[src/rtl/nes_joypad_poller.sv]
// nes_joypad_poller: polls an NES pad over latch/clock/data and publishes its buttons and presence.
module nes_joypad_poller #(
  parameter int C_latch_cycles = 258,
  parameter int C_half_cycles  = 129,
  parameter int C_poll_cycles  = 357955,
  parameter int C_sync_stages  = 2
) (
  input  logic       clk,
  input  logic       reset_n,
  input  logic       poll_now,
  input  logic       joy_data,
  output logic       joy_latch,
  output logic       joy_clock,
  output logic [7:0] buttons,
  output logic       present,
  output logic       valid,
  output logic       busy
);
  localparam int TW = $clog2(C_poll_cycles);
  localparam int PW = $clog2(C_latch_cycles > C_half_cycles ? C_latch_cycles : C_half_cycles);
  typedef enum logic [2:0] {S_IDLE, S_LATCH, S_CLK_LO, S_CLK_HI, S_DONE} state_t;
  state_t state, state_n;
  logic [TW-1:0] timer;
  logic [PW-1:0] cnt, cnt_n;
  logic [3:0] idx, idx_n;
  logic [8:0] raw;
  logic [C_sync_stages-1:0] sync;
  logic pending, wrap, last, start, sample, clk_fall, clk_rise;
  always_comb begin
    wrap = timer == TW'(C_poll_cycles - 1);
    last = cnt == PW'((state == S_LATCH ? C_latch_cycles : C_half_cycles) - 1);
    start = state == S_IDLE && pending;
    sample = last && (state == S_LATCH || state == S_CLK_HI);
    // joy_clock edges lead the phase boundaries by one cycle so the synchronizer delay fits inside each sampled phase
    clk_fall = (state == S_LATCH && cnt == PW'(C_latch_cycles - 2)) ||
               (state == S_CLK_HI && cnt == PW'(C_half_cycles - 2) && idx != 4'd8);
    clk_rise = state == S_CLK_LO && cnt == PW'(C_half_cycles - 2);
    state_n = state;
    cnt_n = last ? '0 : cnt + 1'b1;
    idx_n = idx;
    case (state)
      S_IDLE: begin
        state_n = pending ? S_LATCH : S_IDLE;
        cnt_n = '0;
        idx_n = '0;
      end
      S_LATCH: state_n = last ? S_CLK_LO : S_LATCH;
      S_CLK_LO: begin
        state_n = last ? S_CLK_HI : S_CLK_LO;
        idx_n = last ? idx + 1'b1 : idx;
      end
      S_CLK_HI: state_n = !last ? S_CLK_HI : idx == 4'd8 ? S_DONE : S_CLK_LO;
      S_DONE: begin
        state_n = S_IDLE;
        cnt_n = '0;
      end
      default: state_n = S_IDLE;
    endcase
  end
  always_ff @(posedge clk) begin
    if (!reset_n) begin
      state <= S_IDLE;
      timer <= '0;
      pending <= 1'b0;
      cnt <= '0;
      idx <= '0;
      raw <= '1;
      sync <= '1;
      joy_latch <= 1'b0;
      joy_clock <= 1'b1;
      buttons <= '0;
      present <= 1'b0;
      valid <= 1'b0;
      busy <= 1'b0;
    end else begin
      state <= state_n;
      cnt <= cnt_n;
      idx <= idx_n;
      timer <= wrap ? '0 : timer + 1'b1;
      pending <= poll_now || wrap || (pending && !start);
      sync <= {sync[C_sync_stages-2:0], joy_data};
      if (sample) raw[idx] <= sync[C_sync_stages-1];
      joy_latch <= state_n == S_LATCH;
      joy_clock <= clk_fall ? 1'b0 : clk_rise ? 1'b1 : joy_clock;
      busy <= state_n inside {S_LATCH, S_CLK_LO, S_CLK_HI};
      valid <= state == S_DONE;
      if (state == S_DONE) begin
        buttons <= ~raw[7:0];
        present <= ~raw[8];
      end
    end
  end
endmodule

[config.mk]
export PLATFORM = sky130hd
export DESIGN_NAME = nes_joypad_poller
export DESIGN_NICKNAME = d
export VERILOG_FILES = /design/src/rtl/nes_joypad_poller.sv
export SDC_FILE = /design/constraint.sdc
export NUM_CORES = 1
export LEC_CHECK = 0
export CAP_MARGIN = 0
export CORE_MARGIN = 4
export CORE_UTILIZATION = 29
export CTS_CLUSTER_DIAMETER = 40
export DETAILED_ROUTE_END_ITERATION = 12
export HOLD_SLACK_MARGIN = 0.05
export PLACE_DENSITY = 0.49
export SETUP_SLACK_MARGIN = 0.02
export SLEW_MARGIN = 10
export SYNTH_ARGS = -nofsm -noshare
export SYNTH_HDL_FRONTEND = slang
export SYNTH_SLANG_ARGS = --single-unit
[constraint.sdc]
create_clock -name clk -period 2.1 [get_ports clk]
set_input_delay 0.315 -clock clk [delete_from_list [all_inputs] [get_ports clk]]
set_output_delay 0.315 -clock clk [all_outputs]
set_load 0.01 [all_outputs]
Word level (Yosys, flattened, before mapping)
Cells that the tools add are included.

Register bits: 60. Bits of input ports: 4. Output and inout port bits: 13. Logic and storage cells: 70.

$add $sub $neg: 4. $lt $le $gt $ge: 2. Equality and inequality tests: 14. Multiplexer cells: 14. Bitwise gates (word level): 3. Reduce and logical (&&, ||, !) cells: 20.

Operator list (count): adder 19 x 1 -> 19 bit, second input constant (1); == test 19 bit, second input constant (1); == test 3 x 2 -> 1 bit, second input constant (4); case mux 3 bit (4 select lines) (1); adder 9 x 1 -> 9 bit, second input constant (1); bitwise mux 9 bit (1); == test 9 x 7 -> 1 bit, second input constant (1); == test 9 bit (1); == test 9 bit, second input constant (1); 2-to-1 mux 9 bit (1); subtractor 9 x 1 -> 9 bit, second input constant (1); logical AND 1 bit (8); inverter 8 bit (1); case mux 4 bit (2 select lines) (1); == test 3 x 1 -> 1 bit, second input constant (2); 2-to-1 mux 3 bit (2); less-than comparator 4 x 5 -> 1 bit, second input constant (1); 2-to-1 mux 1 bit (5); adder 4 x 1 -> 4 bit, second input constant (1); demux 1 bit (select 4 bit) (1); == test 4 bit, second input constant (1); >= comparator 4 x 1 -> 1 bit, second input constant (1); logical OR 1 bit (4); 2-to-1 mux 4 bit (1); other kinds (12) (14).

Depth between registers and ports, before layout
Gate-level depths: netlist of the first run.

Word-level depth: 8. Depth in mapped cells: 8. Mapped depth without buffers: 7.

Worst setup path after synthesis of the first run
Ideal clock, no wire load.

Path type: reg-to-reg. From: register cnt[0]. To: register joy_latch. Setup time: 0.072 ns. Arrival time: 1.776 ns. Required time: 2.028 ns. Path slack: 0.251 ns. Cell stages (with the launch flop): 7. Path buffers: 1. Period minus slack after synthesis: 1.849 ns. Cells stage by stage: dfxtp_1 -> clkbuf_2 -> or3b_1 -> mux2i_4 -> a31oi_4 -> a2111oi_4 -> nor3b_2.

Word-level cells in the longest chain between the ends: 4.

RTL lines: from (decl) (RTL line 24) `logic [PW-1:0] cnt, cnt_n;`; from (signal assigned) (RTL line 77) `cnt <= cnt_n;`; == test 9 bit (*) (RTL line 31) `last = cnt == PW'((state == S_LATCH ? C_latch_cycles : C_half_cycles) - 1);`; 2-to-1 mux 3 bit (tied with other cells) (RTL line 52) `S_CLK_HI: state_n = !last ? S_CLK_HI : idx == 4'd8 ? S_DONE : S_CLK_LO;`; case mux 3 bit (4 select lines) (*) (RTL line 41) `case (state)`; == test 3 x 1 -> 1 bit (*) (RTL line 83) `joy_latch <= state_n == S_LATCH;`; to (signal assigned) (RTL line 69) `joy_latch <= 1'b0;`; to (signal assigned) (RTL line 83); to (decl) (RTL line 12) `output logic joy_latch,`.

Mark *: on every way between the ends. The rest lies on a longest branch, timed or not. A chain may end at the register's enable or synchronous reset.

Worst setup path in the final report of the first run
From: register cnt[3]. To: register raw[7].

Word-level cells in the longest chain between the ends: 2.

RTL lines: == test 9 bit (RTL line 31); logical AND 1 bit (RTL line 33) `sample = last && (state == S_LATCH || state == S_CLK_HI);`; to (signal, indexed assignment) (RTL line 82) `if (sample) raw[idx] <= sync[C_sync_stages-1];`; to (decl) (RTL line 26) `logic [8:0] raw;`.

Every way passes these cells.

==> impl_metrics.csv, run 1 <==
group,metric,value,unit
yosys,ys_seq_area_share,44.9,%
grt,use_met1,12.9,%
routing,drt_pre_antenna_iters,4,
timing,whs,0.410,ns
timing,setup_viol,0,
yosys,synthesis.area,2680,um^2
clocking,cts_max_path_buffers,2,
worst_hold_path,min_path_type,"flip-flop to flip-flop",
placed_design,dp_cells,413,
power_and_ir_drop,clkPwrFrac,49.2,%
yosys,synth_nets,299,
grt,antenna_found_initial,0,
floorplan,die_h,104,um
worst_setup_path,crit_type,"flip-flop to flip-flop",
power_and_ir_drop,sequentialPowerShare,46.9,%
worst_setup_path,endpoint_kind,"flip-flop",
finish,post-route-cell-area,3250,um^2
placed_design,place_ws,0.162,ns
timing,fmax,522,MHz
floorplan,ios,17,
clocking,cts_hold_buf,0,
clocking,numCtsBuffers,9,
power_and_ir_drop,p_sw,0.000499,W
floorplan,fp.coreArea,8850,um^2
worst_setup_path,timing.reg2reg.worst_path_depth,5,
routing,vias_per_cell,4.55,
clocking,clk_pin_slew,0.06,ns
timing,slew-limit-headroom,73.1,%
worst_hold_path,min-delay-start,"sync[0]",
worst_hold_path,hold-path-cell-count,1,
worst_setup_path,cp_max_fo,6,
worst_setup_path,worstPathArrival,2.18,ns
job,cap_violations,0,
finish,layout.cells.non_filler,429,
clocking,cts_tree,"done",
yosys,synth_seq_cells,60,
yosys,async_reset_ff_share,0,%
worst_setup_path,cpLargestDelayFamily,"simple AND/OR/NAND/NOR gates",
worst_setup_path,worstReg2RegStart,"cnt[3]",
worst_setup_path,critPathBufInv,0,
worst_setup_path,max_stage_delay,0.56,ns
finish,multi_input_area,1390,um^2
timing,setup_slack,0.183,ns
floorplan,fp.dieArea,10800,um^2
finish,fillers,895,
placed_design,gp_congestion,0.745,
clocking,cts_max_level,3,
placed_design,dp_hpwl,3630,um
finish,fin_nets,328,
yosys,synth_ff_type,"dfxtp_1",
worst_setup_path,cp_slowest_cell,"or4_4",
grt,grt_pass1_wl,8980,um
power_and_ir_drop,combPwrFrac,3.9,%
grt,grtUsageTotal,10.1,%
grt,grt_max_degree,20,
timing,worst_pin_slew,0.400,ns
worst_setup_path,crit_start,"cnt[3]",
finish,register_area,1200,um^2
power_and_ir_drop,irDropWorstVdd,347,uV
clocking,clock_sinks,60,
yosys,ys_types,48,
timing,final.setup.tns,0,ns
yosys,synth.avg_cell_area,9.33,um^2
routing,wire_per_inst,11.7,um
yosys,yosys_warnings,0,
routing,drtAntennaViolNets,0,
power_and_ir_drop,p_leak,1.19,nW
timing,clock_skew,0.00717,ns
grt,grtUsageMet2,15.5,%
yosys,yosys-top-cells-area,"dfxtp_1 45%, nor2_1 7.3%, xor2_1 5.6%, nand4_1 4.7%, ha_1 3.7%",
timing,period_share,91.3,%
status,outcome,"finished, final reports clean",
power_and_ir_drop,swShare,20.1,%
worst_hold_path,worst_hold_path.endpoint,"sync[1]",
routing,drt_wl_total,5000,um
floorplan,start_util,30.2,%
placed_design,io_buffers,16,
worst_setup_path,path_cells,"or4_4 > nor3_4 > and2_4 > and4_2 > mux2i_1",
clocking,cts_root_buffer,"clkbuf_8",
timing,rsz0062_at_grt,"yes",
floorplan,die_w,104,um
grt,grt-busiest-layer,"met2",
grt,grt_pass1_vias,1898,
worst_setup_path,reg2reg_to,"raw[7]",
floorplan,num_rows,34,
yosys,synth_edf_count,0,
timing,fin_crit,1.92,ns
worst_setup_path,cp.required,2.36,ns
finish,syn2layout_area_growth,21.4,%
routing,drt_iter0_drc,51,
power_and_ir_drop,power_per_cell_area,763,nW/um^2
timing,finalHoldViolations,0,
finish,antenna_cells,0,
clocking,insertion_delay,0.34,ns
yosys,synth_commonest_cells,"60 x dfxtp_1, 52 x nor2_1, 20 x nand4_1, 17 x xor2_1, 16 x nand2_1",
worst_setup_path,cp-start-kind,"flip-flop",
timing,maxSlewViolCount,0,
placed_design,placed_area,3020,um^2
yosys,synth_top_area_share,44.9,%
routing,drc_errors,0,
power_and_ir_drop,internal-power,0.00198,W
grt,overflow,0,
grt,met3_usage,3.79,%
yosys,synth_most_common_cell,"dfxtp_1",
yosys,yosysTopAreaCell,"dfxtp_1",
routing,vias,1952,
finish,layout-drive-gt1-share,14.6,%
worst_setup_path,rrSetupSlack,0.18,ns
yosys,syn-instance-count,287,
area by class of cell:
class / instances / share of cell area (%)
clock buffers: 11 / 4.04
clock inverters: 5 / 3.08
inverters: 10 / 1.16
multi-input cells: 208 / 42.7
flip-flops and latches: 60 / 37.0
well taps: 108 / 4.16
repair buffers: 27 / 7.86
layout by cell type (no fill, tap or decap), types with 2 or more instances in the layout:
| cell type | instances |
|---|---|
| a211oi_1 | 6 |
| a21oi_1 | 6 |
| and3_1 | 4 |
| and4_1 | 2 |
| buf_4 | 10 |
| bufinv_16 | 3 |
| clkbuf_1 | 2 |
| clkbuf_8 | 9 |
| clkdlybuf4s50_1 | 16 |
| clkinv_2 | 2 |
| dfxtp_1 | 60 |
| ha_1 | 8 |
| inv_1 | 10 |
| mux2i_1 | 9 |
| nand2_1 | 16 |
| nand2b_1 | 3 |
| nand3_1 | 11 |
| nand4_1 | 20 |
| nor2_1 | 52 |
| nor2_2 | 8 |
| nor3_1 | 5 |
| nor4b_1 | 2 |
| o21ai_0 | 3 |
| or3_1 | 2 |
| xnor2_1 | 10 |
| xor2_1 | 17 |
registers in the layout (all words and copies together) (netlist names), 2 cells and up:
register and count:
timer 19, cnt 9, raw 9, buttons 8, state 3, sync 2
idx 4
worst max path at each step:
stage          slack, ns  depth (start not counted)         to
3_5_place_dp        0.16                          5  joy_latch
5_1_grt            0.007                          6     raw[1]
3_3_place_gp        0.20                          5  joy_latch
6_report            0.18                          5     raw[7]
2_1_floorplan       0.25                          6  joy_latch
4_1_cts             0.15                          5  joy_latch
power by group through the flow:
stage	Sequential, W	Combinational (W)	Clock [W]
after floorplan	0.00119	0.0000605	0
after global placement	0.00119	0.0000998	0
after detailed placement	0.00119	0.0000993	0
after CTS	0.00116	0.0000998	0.00126
after global routing	0.00116	0.000107	0.00131
final	0.00116	0.0000969	0.00122
repair_timing:
item	in CTS	in global routing
endpoints found under the setup margin	0	1
resized for setup	0	0
setup buffers	0	0
metrics by stage:
step	total power, W	utilization [%]
finish	0.00248	36.7
global route	0.00258	36.7
detailed placement	0.00129	34.1
global placement	0.00129	34.1
CTS	0.00253	36.7
floorplan	0.00125	-
layer usage:
layer	vias up	part of all wire, %
li1	1048	-
met4	0	1.1
met2	24	44
met1	870	51
met5	-	0
met3	10	3.6
cells by family (layout without fill, tap and decap cells):
logic type / Yosys count / after routing / synth area share (%)
buffers and inverters: 19 / 53 / 3.27
XOR/XNOR: 27 / 27 / 8.84
AO/OA/AOI/OAI: 21 / 21 / 6.59
multiplexers: 10 / 10 / 4.21
AND/OR/NAND/NOR: 142 / 142 / 28.5
flip-flops: 60 / 60 / 44.9
adder cells (fa/ha/maj): 8 / 8 / 3.74
No activity file was read; power rests on OpenSTA's default activity.
==> inputs of run 2 (changes only) <==
--- a/config.mk
+++ b/config.mk
@@ -7,11 +7,11 @@
 export LEC_CHECK = 0
 export CAP_MARGIN = 0
 export CORE_MARGIN = 4
-export CORE_UTILIZATION = 29
+export CORE_UTILIZATION = 40
 export CTS_CLUSTER_DIAMETER = 40
 export DETAILED_ROUTE_END_ITERATION = 12
 export HOLD_SLACK_MARGIN = 0.05
-export PLACE_DENSITY = 0.49
+export PLACE_DENSITY = 0.62
 export SETUP_SLACK_MARGIN = 0.02
 export SLEW_MARGIN = 10
 export SYNTH_ARGS = -nofsm -noshare
==> run 2 against run 1 <==
  * Power is 4.1% lower
  * Combinational power about the same
  * Clock skew increased by 0.00058 ns
  * Register-to-register slack about the same
  * First-iteration DRC count up 59%
  * Cell count is 7.5% lower
  * Critical path depth unchanged
  * Routed wire length shrank 0.18%
  * Critical path type unchanged
  * Die area shrank 26%
==> impl_metrics.csv, run 2 (same netlist as run 1, synthesis figures left out) <==
group,metric,value,unit
status,outcome,"finished, final reports clean",
routing,drt_wl_total,4990,um
timing,setup_slack,0.185,ns
grt,grt_max_degree,20,
clocking,cts_setup_buffers,0,
worst_setup_path,cp-start-kind,"flip-flop",
grt,overflow,0,
timing,finalHoldViolations,0,
timing,clock_skew,0.00775,ns
routing,met3_length,200,um
timing,maxSlewViolCount,0,
floorplan,start_util,41.7,%
floorplan,die_w,89.8,um
worst_setup_path,endpoint_kind,"flip-flop",
finish,final_common_cell,"dfxtp_1",
floorplan,ios,17,
worst_setup_path,cp.required,2.37,ns
worst_setup_path,critPathBufInv,0,
grt,antenna_found_initial,0,
grt,grt_pass1_vias,1889,
floorplan,fp.coreArea,6420,um^2
routing,wire_per_inst,12.6,um
finish,syn2layout_area_growth,19.1,%
worst_setup_path,rrSetupSlack,0.18,ns
placed_design,place_ws,0.213,ns
routing,vias,2021,
worst_setup_path,cp_max_fo,5,
clocking,postCtsResizedCells,0,
clocking,cts_tree,"done",
finish,fin_nets,327,
clocking,insertion_delay,0.34,ns
job,cap_violations,0,
routing,drtAntennaViolNets,0,
finish,reg.largest.list,"timer x19, cnt x9, raw x9",
placed_design,io_buffers,16,
timing,fmax,522,MHz
timing,fin_crit,1.92,ns
power_and_ir_drop,p_leak,1.17,nW
floorplan,die_h,89.8,um
timing,slew-limit-headroom,71.4,%
worst_setup_path,cp_slowest_cell,"or4_4",
worst_setup_path,timing.reg2reg.worst_path_depth,5,
worst_setup_path,crit_type,"flip-flop to flip-flop",
clocking,cts_max_level,3,
finish,layout-drive-gt1-share,14.7,%
worst_hold_path,min_path_type,"flip-flop to flip-flop",
worst_hold_path,worst_hold_path.endpoint,"sync[1]",
grt,grtUsageTotal,13.1,%
clocking,cts_max_path_buffers,2,
placed_design,dp_hpwl,3520,um
placed_design,dp_cells,381,
clocking,cts_root_buffer,"clkbuf_8",
timing,rsz0062_at_grt,"no",
power_and_ir_drop,irDropWorstVdd,438,uV
timing,worst_pin_slew,0.429,ns
clocking,clk_pin_slew,0.07,ns
routing,drc_errors,0,
power_and_ir_drop,power_per_cell_area,746,nW/um^2
routing,route.met2.wl,2410,um
worst_setup_path,path_cells,"or4_4 > nor3_4 > a31oi_4 > a2111oi_4 > nor3b_2",
timing,period_share,91.2,%
worst_setup_path,max_stage_delay,0.57,ns
worst_setup_path,worstPathArrival,2.18,ns
worst_setup_path,worstReg2RegStart,"cnt[3]",
worst_setup_path,crit_start,"cnt[3]",
worst_hold_path,min-delay-start,"sync[0]",
routing,vias_per_cell,5.09,
finish,antenna_cells,0,
grt,grt_pass1_wl,8510,um
finish,fillers,601,
finish,regMostFlops,"timer",
routing,drt_pre_antenna_iters,4,
placed_design,gp_congestion,0.805,
finish,largest_register_ffs,19,
clocking,clock_sinks,60,
routing,wl_met1,2320,um
timing,final.setup.tns,0,ns
routing,drt_iter0_drc,81,
finish,layout.cells.non_filler,397,
clocking,numCtsBuffers,9,
worst_setup_path,cpLargestDelayFamily,"simple AND/OR/NAND/NOR gates",
floorplan,num_rows,29,
floorplan,fp.dieArea,8060,um^2
clocking,cts_hold_buf,0,
routing,highest_layer,"met4",
finish,final_cell_mix,"60 x dfxtp_1, 52 x nor2_1, 20 x nand4_1",
worst_setup_path,reg2reg_to,"joy_latch",
worst_hold_path,hold-path-cell-count,1,
timing,setup_viol,0,
-- run 2: changes by cell type in the layout (fill, tap and decap cells not counted), sizes merged --
cell / previous run / this run
buf: 11 / 10
bufinv: 3 / 2
clkbuf: 11 / 10
clkinvlp: 0 / 2
-- run 2: layer usage --
layer  vias to the layer above  GRT usage (%)
li1                       1047              -
met1                       943           15.1
met2                        21           21.7
met3                        10           5.43
met4                         0           4.98
met5                         -              0
-- run 2: final cells by class --
class,instances,area [um^2],area share [%]
Clock inverter,6,88.8,2.79
Sequential cell,60,1200,37.7
Inverter,10,37.5,1.18
Clock buffer,10,128,4.00
Tap cell,77,96.3,3.02
Multi-Input combinational cell,208,1390,43.5
Timing Repair Buffer,26,248,7.77
-- run 2: power by group --
| part | total, W | switching [W] | internal [W] |
|---|---|---|---|
| Combinational | 0.0000972 | 0.0000524 | 0.0000449 |
| Sequential | 0.00116 | 0.0000106 | 0.00115 |
| Clock | 0.00112 | 0.000452 | 0.000667 |
| Total | 0.00238 | 0.000515 | 0.00186 |
-- run 2: metrics by stage --
step | total power (W) | instance area [um^2] | hold slack (ns) | utilization [%]
floorplan | 0.00125 | 2680 | 0.386 | -
global placement | 0.00128 | 2970 | 0.390 | 46.2
detailed placement | 0.00128 | 2970 | 0.391 | 46.2
CTS | 0.00242 | 3190 | 0.409 | 49.6
global route | 0.00249 | 3190 | 0.422 | 49.6
finish | 0.00238 | 3190 | 0.408 | 49.6
-- run 2: worst max path at each step --
stage | to | slack [ns] | depth (start not counted)
floorplan | joy_latch | 0.25 | 6
global placement | joy_latch | 0.25 | 5
detailed placement | joy_latch | 0.21 | 5
CTS | joy_latch | 0.18 | 5
global route | joy_latch | 0.09 | 5
finish | joy_latch | 0.18 | 5
-- run 2: worst reg2reg max path, stage by stage, from the launching register on --
cell	delay (ns)
dfxtp_1	0.35
or4_4	0.57
nor3_4	0.24
a31oi_4	0.13
a2111oi_4	0.35
nor3b_2	0.20
